==> src/rtl/stopwatch_ctrl.sv <==
// Button sequencer for the BCD stopwatch: debounces start/lap/clear, drives the counter's
// start-toggle and reset, and holds a lap snapshot for the display path.
module stopwatch_ctrl #(
    parameter int unsigned DEB_CYCLES = 250000
) (
    input  logic        clk,
    input  logic        reset,
    input  logic        btn_start,
    input  logic        btn_lap,
    input  logic        btn_clr,
    input  logic [23:0] timer_data,
    output logic        start_pulse,
    output logic        timer_reset,
    output logic [23:0] disp_data,
    output logic        running,
    output logic        lap_mode
);

    localparam int unsigned      CNT_W   = $clog2(DEB_CYCLES);
    localparam logic [CNT_W-1:0] CNT_MAX = CNT_W'(DEB_CYCLES - 1);
    localparam logic [CNT_W-1:0] CNT_ONE = CNT_W'(1);

    typedef enum logic [1:0] {
        StIdle,
        StRun,
        StLap,
        StPause
    } state_e;

    // Bit 0 = start, bit 1 = lap, bit 2 = clear.
    logic [2:0]       w_btn_raw;
    logic [2:0]       r_sync1;
    logic [2:0]       r_sync2;
    logic [2:0]       r_stable;
    logic [2:0]       r_armed;
    logic [2:0]       r_evt;
    logic [CNT_W-1:0] r_cnt [3];
    logic [1:0]       r_fill;
    logic             w_filled;

    logic             w_ev_start;
    logic             w_ev_lap;
    logic             w_ev_clr;

    state_e           r_state;
    state_e           w_state_d;
    logic             w_start_d;
    logic             w_treset_d;
    logic             w_lap_cap;

    logic             r_start_pulse;
    logic             r_timer_reset;
    logic             r_running;
    logic             r_lap_mode;
    logic [23:0]      r_lap;
    logic [23:0]      r_disp;

    assign w_btn_raw = {btn_clr, btn_lap, btn_start};
    assign w_filled  = (r_fill == 2'd2);

    always_ff @(posedge clk or negedge reset) begin
        if (!reset) begin
            r_sync1 <= '0;
            r_sync2 <= '0;
            r_fill  <= '0;
        end else begin
            r_sync1 <= w_btn_raw;
            r_sync2 <= r_sync1;
            if (!w_filled) begin
                r_fill <= r_fill + 2'd1;
            end
        end
    end

    // A button only becomes armed once it has been seen released after reset, so a button
    // held through reset is accepted silently and cannot fire until pressed again.
    always_ff @(posedge clk or negedge reset) begin
        if (!reset) begin
            r_stable <= '0;
            r_armed  <= '0;
            r_evt    <= '0;
            for (int i = 0; i < 3; i++) begin
                r_cnt[i] <= '0;
            end
        end else begin
            for (int i = 0; i < 3; i++) begin
                r_evt[i] <= 1'b0;
                if (r_sync2[i] == r_stable[i]) begin
                    r_cnt[i] <= '0;
                    if (w_filled && !r_stable[i]) begin
                        r_armed[i] <= 1'b1;
                    end
                end else if (r_cnt[i] == CNT_MAX) begin
                    r_cnt[i]    <= '0;
                    r_stable[i] <= r_sync2[i];
                    r_evt[i]    <= r_sync2[i] & r_armed[i];
                end else begin
                    r_cnt[i] <= r_cnt[i] + CNT_ONE;
                end
            end
        end
    end

    // One event per cycle; lower-priority coincident events are dropped.
    assign w_ev_start = r_evt[0];
    assign w_ev_lap   = r_evt[1] & ~r_evt[0];
    assign w_ev_clr   = r_evt[2] & ~r_evt[1] & ~r_evt[0];

    always_comb begin
        w_state_d  = r_state;
        w_start_d  = 1'b0;
        w_treset_d = 1'b0;
        w_lap_cap  = 1'b0;
        unique case (r_state)
            StIdle: begin
                if (w_ev_start) begin
                    w_state_d = StRun;
                    w_start_d = 1'b1;
                end else if (w_ev_clr) begin
                    w_treset_d = 1'b1;
                end
            end
            StRun: begin
                if (w_ev_start) begin
                    w_state_d = StPause;
                    w_start_d = 1'b1;
                end else if (w_ev_lap) begin
                    w_state_d = StLap;
                    w_lap_cap = 1'b1;
                end
            end
            StLap: begin
                if (w_ev_start) begin
                    w_state_d = StPause;
                    w_start_d = 1'b1;
                end else if (w_ev_lap) begin
                    w_lap_cap = 1'b1;
                end else if (w_ev_clr) begin
                    w_state_d = StRun;
                end
            end
            StPause: begin
                if (w_ev_start) begin
                    w_state_d = StRun;
                    w_start_d = 1'b1;
                end else if (w_ev_clr) begin
                    w_state_d  = StIdle;
                    w_treset_d = 1'b1;
                end
            end
            default: begin
                w_state_d = StIdle;
            end
        endcase
    end

    always_ff @(posedge clk or negedge reset) begin
        if (!reset) begin
            r_state       <= StIdle;
            r_start_pulse <= 1'b0;
            r_timer_reset <= 1'b1;
            r_running     <= 1'b0;
            r_lap_mode    <= 1'b0;
            r_lap         <= '0;
            r_disp        <= '0;
        end else begin
            r_state       <= w_state_d;
            r_start_pulse <= w_start_d;
            r_timer_reset <= w_treset_d;
            r_running     <= (w_state_d == StRun) || (w_state_d == StLap);
            r_lap_mode    <= (w_state_d == StLap);
            if (w_lap_cap) begin
                r_lap <= timer_data;
            end
            r_disp <= r_lap_mode ? r_lap : timer_data;
        end
    end

    assign start_pulse = r_start_pulse;
    assign timer_reset = r_timer_reset;
    assign disp_data   = r_disp;
    assign running     = r_running;
    assign lap_mode    = r_lap_mode;

endmodule
==> config.mk <==
export PLATFORM = sky130hd
export DESIGN_NAME = stopwatch_ctrl
export DESIGN_NICKNAME = d
export VERILOG_FILES = /design/src/rtl/stopwatch_ctrl.sv
export SDC_FILE = /design/constraint.sdc
export NUM_CORES = 1
export LEC_CHECK = 0
export BUFFER_PORTS_ARGS = -buffer_cell sky130_fd_sc_hd__buf_2
export CORE_ASPECT_RATIO = 1.1
export CORE_MARGIN = 10
export CORE_UTILIZATION = 23
export CTS_CLUSTER_SIZE = 25
export DETAILED_ROUTE_END_ITERATION = 8
export GPL_ROUTABILITY_DRIVEN = 0
export SLEW_MARGIN = 25
export SYNTH_ARGS = -nofsm -noshare
export SYNTH_HDL_FRONTEND = slang
export SYNTH_SLANG_ARGS = --single-unit
==> constraint.sdc <==
create_clock -name clk -period 2.7 [get_ports clk]
set_clock_uncertainty 0.2 [all_clocks]
set_input_delay 0.405 -clock clk [delete_from_list [all_inputs] [get_ports clk]]
set_output_delay 0.405 -clock clk [all_outputs]
set_load 0.05 [all_outputs]
---- After elaboration in Yosys (flattened, before gate mapping) ----
Index checks and enable logic that the tools add are counted.
storage, ports and cells
  register bits ........................... 125
  output and inout port bits .............. 28
  logic and storage cells ................. 94
cells by class
  multiplexer cells ....................... 30
  reduce and logical (&&, ||, !) cells .... 17
  equal/unequal tests ..................... 12
  add/subtract/negate cells ............... 4
  bitwise operators ....................... 11
operators by type and width
  cell                                                  number
  2-to-1 mux 18 bit                                     6
  adder 18 x 1 -> 18 bit (second input constant)        3
  equality test 18 bit (second input constant)          3
  2-to-1 mux 24 bit                                     1
  2-to-1 mux 2 bit                                      8
  2-to-1 mux 1 bit                                      14
  AND reduction 2 bit                                   6
  equality test 2 bit (second input constant)           4
  case mux 2 bit (4 select lines)                       1
  AND 1 bit                                             6
  inverter 1 bit                                        5
  equality test 2 x 1 -> 1 bit (second input constant)  2
  OR reduction 2 bit                                    2
  OR reduction 4 bit                                    1
  equality test 1 bit                                   3
  logical AND 1 bit                                     3
  logical NOT 1 bit                                     3
  adder 2 x 1 -> 2 bit (second input constant)          1
  logical NOT 2 bit                                     1
  logical OR 1 bit                                      1

---- Longest topological paths before layout ----
  depth after elaboration ................. 9
  depth in mapped cells ................... 7
  gate-level depth less buffers ........... 7

---- Worst setup path before layout ----
Ideal clock, no wire load.
  path type ............................... reg2reg
  from .................................... reg r_cnt[36] (netlist bit)
  to ...................................... reg r_cnt[46] (netlist bit)
  stages on the path, launching flop included .. 7
  period minus slack after synthesis ...... 2.034 ns
  path buffers ............................ 1
  data required time ...................... 2.381 ns
  library setup time ...................... 0.119 ns
  slack ................................... 0.666 ns
  arrival time ............................ 1.715 ns
  path through ............................ dfrtp_1 > ha_1 > nand3_1 > or3_1 > o21ai_2 > buf_4 > nor2_1
between the ends
  longest elaborated chain between the ends .. 3
  elaborated cells between the ends (all ways) .. 4
  classes of those cells .................. add/sub (1); eq/ne (1); mux (2)
ends and longest elaborated chain
  element                                                         RTL line  source
  from (decl)                                                     37        logic [CNT_W-1:0] r_cnt [3];
  from (signal, indexed assignment)                               98        r_cnt[i] <= r_cnt[i] + CNT_ONE;
  adder 18 x 1 -> 18 bit or equality test 18 bit (tied branches)  98, 93
  2-to-1 mux 18 bit *                                             93        end else if (r_cnt[i] == CNT_MAX) begin
  2-to-1 mux 18 bit *                                             88        if (r_sync2[i] == r_stable[i]) begin
Every way passes the cells marked *; elsewhere a longest branch is shown, timed or not.
A chain may end at the register's enable or synchronous reset.

---- Final worst setup path ----
  from .................................... reg r_cnt[36] (netlist bit)
  to ...................................... reg r_stable[0]
between the ends
  longest elaborated chain between the ends .. 2
ends and longest elaborated chain
  element                          RTL line  source
  equality test 18 bit             93
  AND reduction 2 bit (no line)    n/a
  to (signal, indexed assignment)  95        r_stable[i] <= r_sync2[i];
  to (decl)                        34        logic [2:0] r_stable;
Every way passes these cells.

==> results_dict.tcl <==
set metrics [dict create \
    critPathMaxStageDelay_ns 0.50 \
    antenna_found_initial 0 \
    reg2reg_from "r_cnt[36]" \
    num_io_pins 57 \
    synthFlopType "dfrtp_1" \
    met2_length_mm 4.63 \
    holdPathEnd "disp_data[11]" \
    fin_nets 567 \
    die-height_um 180 \
    ys_top_cells_by_count "dfrtp_1, nor2_1, mux2_2, xnor2_1, nand2_1" \
    core-area_um2 22900 \
    fin_tns_setup_ns 0 \
    n_antenna_cell 0 \
    async_flop_share_pct 100 \
    vias_per_cell 4.18 \
    cts.sinks 125 \
    grt_pass1_vias 3688 \
    leakage_nw 2.80 \
    critPathCaptureType "register" \
    pwr-share-comb_pct 5.0 \
    rsz0062_at_grt "no" \
    initial_core_util_pct 23.4 \
    min_period_over_period_pct 80.4 \
    worstMarginPinSlew_ns 0.474 \
    seq_area_frac_synth_pct 58.3 \
    rows 58 \
    routed_wl_mm 10.4 \
    grt_pass1_wl_mm 18.0 \
    setup_viol 0 \
    synth.largest_area_cell "dfrtp_1" \
    crit_fanout 7 \
    post_cts_resized 0 \
    highest-signal-layer "met4" \
    io_buffers 56 \
    yosysMostFrequentCell "dfrtp_1" \
    grt_overflow 0 \
    drv_slew 0 \
    die_w_um 166 \
    avgSynthCellArea_um2 12.0 \
    status "finished, final reports clean" \
    clockRootBuffer "clkbuf_16" \
    yosys_warnings 0 \
    cp.required_ns 2.80 \
    worstPathArrival_ns 2.27 \
    r2r-end "r_stable[0]" \
    swShare_pct 21.4 \
    slew_headroom_pct 68.3 \
    syn_inst 449 \
    stdcell_count 842 \
    syn_area_um2 5370 \
    crit_slowest_cell "or3_1" \
    drt-met1-wl_mm 5.06 \
    area_delta_synth_final_pct 25.7 \
    dr.pass1.iters 4 \
    htree_num_levels 4 \
    clkPwrFrac_pct 52.8 \
    vias 3516 \
    switchingPower_mw 0.991 \
    min-delay-start "timer_data[11]" \
    drc 0 \
    hold_depth 2 \
    r2r_setup_slack_ns 0.53 \
    die_area_um2 29900 \
    dp_cells 806 \
    path_clk_slew_ns 0.06 \
    p_int_mw 3.64 \
    final_hold_viol_count 0 \
    powerDensity_nw_per_um2 686 \
    crit_path_start_kind "register" \
    worst_ir_drop_vdd_v 0.000461 \
    drtIter0Drc 155 \
    fmax_mhz 460 \
    cts_buffer_depth 2 \
    synth_cell_types 42 \
    r2r_cells 5 \
    dp.final_hpwl_mm 7.11 \
    synth_fp_nets 487 \
    worstPathCellList "ha_1 > nand3_1 > or3_1 > nor2_1 > mux2_2" \
    dr_wl_met3_um 440 \
    seq_power_share_pct 42.1 \
    drv_cap 0 \
    synth_top_area_share_pct 57.8 \
    wl_per_cell_um 12.3 \
    synth-seq-cells 125 \
    ant_nets 0 \
    clock_latency_ns 0.41 \
    hp-class "input port to register" \
    synth_edf_count 0 \
    drive_above_1_share_pct 29.3 \
    cts_made_buffers 17 \
    cts_tree "yes" \
    grt_max_degree 56 \
    yosys-top-cells-area "dfrtp_1, mux2_2, xnor2_1" \
    critPathKind "register to register" \
    track_usage_pct 7.26 \
    post-route-min-period_ns 2.17 \
    post_cts_buffers 0 \
]
## power by group through the flow
stage	combinational [mW]	sequential, mW	clock, mW
2_1_floorplan	0.0651	2.05	0
3_3_place_gp	0.233	1.98	0
3_5_place_dp	0.235	1.98	0
4_1_cts	0.241	1.95	2.50
5_1_grt	0.260	1.96	2.59
6_report	0.234	1.95	2.45
## cells by family (layout without fill, tap and decap cells)
| group | Yosys count | after routing | synth area share, % |
|---|---|---|---|
| flops | 125 | 125 | 58.3 |
| compound gates | 24 | 24 | 3.14 |
| fa+ha+maj | 9 | 9 | 2.10 |
| buf+inv | 23 | 116 | 1.89 |
| mux | 52 | 52 | 10.9 |
| simple gates | 169 | 169 | 16.1 |
| xor+xnor | 47 | 47 | 7.66 |
## worst max path at each step
stage                     startpoint     endpoint  slack (ns)  depth (start not counted)
final                      r_cnt[36]  r_stable[0]        0.53                          5
after CTS                  r_cnt[36]  r_stable[0]        0.50                          5
after detailed placement   r_cnt[36]  r_stable[0]        0.51                          5
after floorplan            r_cnt[36]    r_cnt[46]        0.67                          6
after global routing       r_cnt[36]    r_cnt[51]        0.41                          6
after global placement     r_cnt[36]  r_stable[0]        0.55                          5
## cells in the final DEF, fill, tap and decap left out, types with 2 or more instances in the layout
master,instances
a21o_1,3
a21oi_1,8
and3_1,3
buf_2,55
buf_4,10
bufinv_16,4
clkbuf_16,17
clkbuf_8,4
clkinv_2,2
clkinvlp_4,4
dfrtp_1,124
dlygate4sd3_1,4
ha_1,9
inv_1,14
mux2_2,51
nand2_1,20
nand3_1,18
nand3b_1,3
nand4_1,9
nor2_1,64
nor3_1,14
nor4_1,15
o21ai_0,7
or3_1,7
or4_1,4
xnor2_1,39
xor2_1,8
## what timing repair did
action / CTS / global route
hold endpoints to repair: 30 / 0
endpoints found under the setup margin: 0 / 0
hold buffers: 4 / 0
## area by class of cell
type	count	area (um2)
fillers	2348	16200
flip-flops and latches	125	3130
multi-input cells	301	2140
clock buffers	22	484
repair buffers	70	410
well taps	300	375
clock inverters	10	160
inverters	14	52.6
## flip-flops by register name (all words and copies together) (netlist names), 2 cells and up
name and cells:
r_cnt 54, disp_data 24, r_lap 24, r_armed 3, r_evt 3, r_stable 3
r_sync1 3, r_sync2 3, r_fill 2, r_state 2
## critical path, delay by kind of cell (launching register included)
kind / cells / cell delay (ns)
and+or+nand+nor: 3 / 0.94
DFF: 1 / 0.38
muxes: 1 / 0.35
adders and majority gates: 1 / 0.20
## through the flow
| step | instance area [um2] | util [%] | power, mW | setup WS [ns] | hold WS [ns] |
|---|---|---|---|---|---|
| floorplan | 5370 | - | 2.11 | 0.666 | -0.0906 |
| global route | 6750 | 29.4 | 4.81 | 0.414 | 0.0176 |
| detailed placement | 6070 | 26.5 | 2.22 | 0.511 | 0.135 |
| CTS | 6750 | 29.4 | 4.69 | 0.503 | 0.0142 |
| finish | 6750 | 29.4 | 4.64 | 0.528 | 0.0311 |
| global placement | 6070 | 26.5 | 2.22 | 0.551 | 0.135 |
## metal layers
layer,up-vias,global-route usage (%)
li1,1726,-
met1,1711,9.03
met2,66,10.8
met3,13,2.60
met4,0,3.83
met5,-,0
Note: power is estimated with default switching activity, not from simulation.
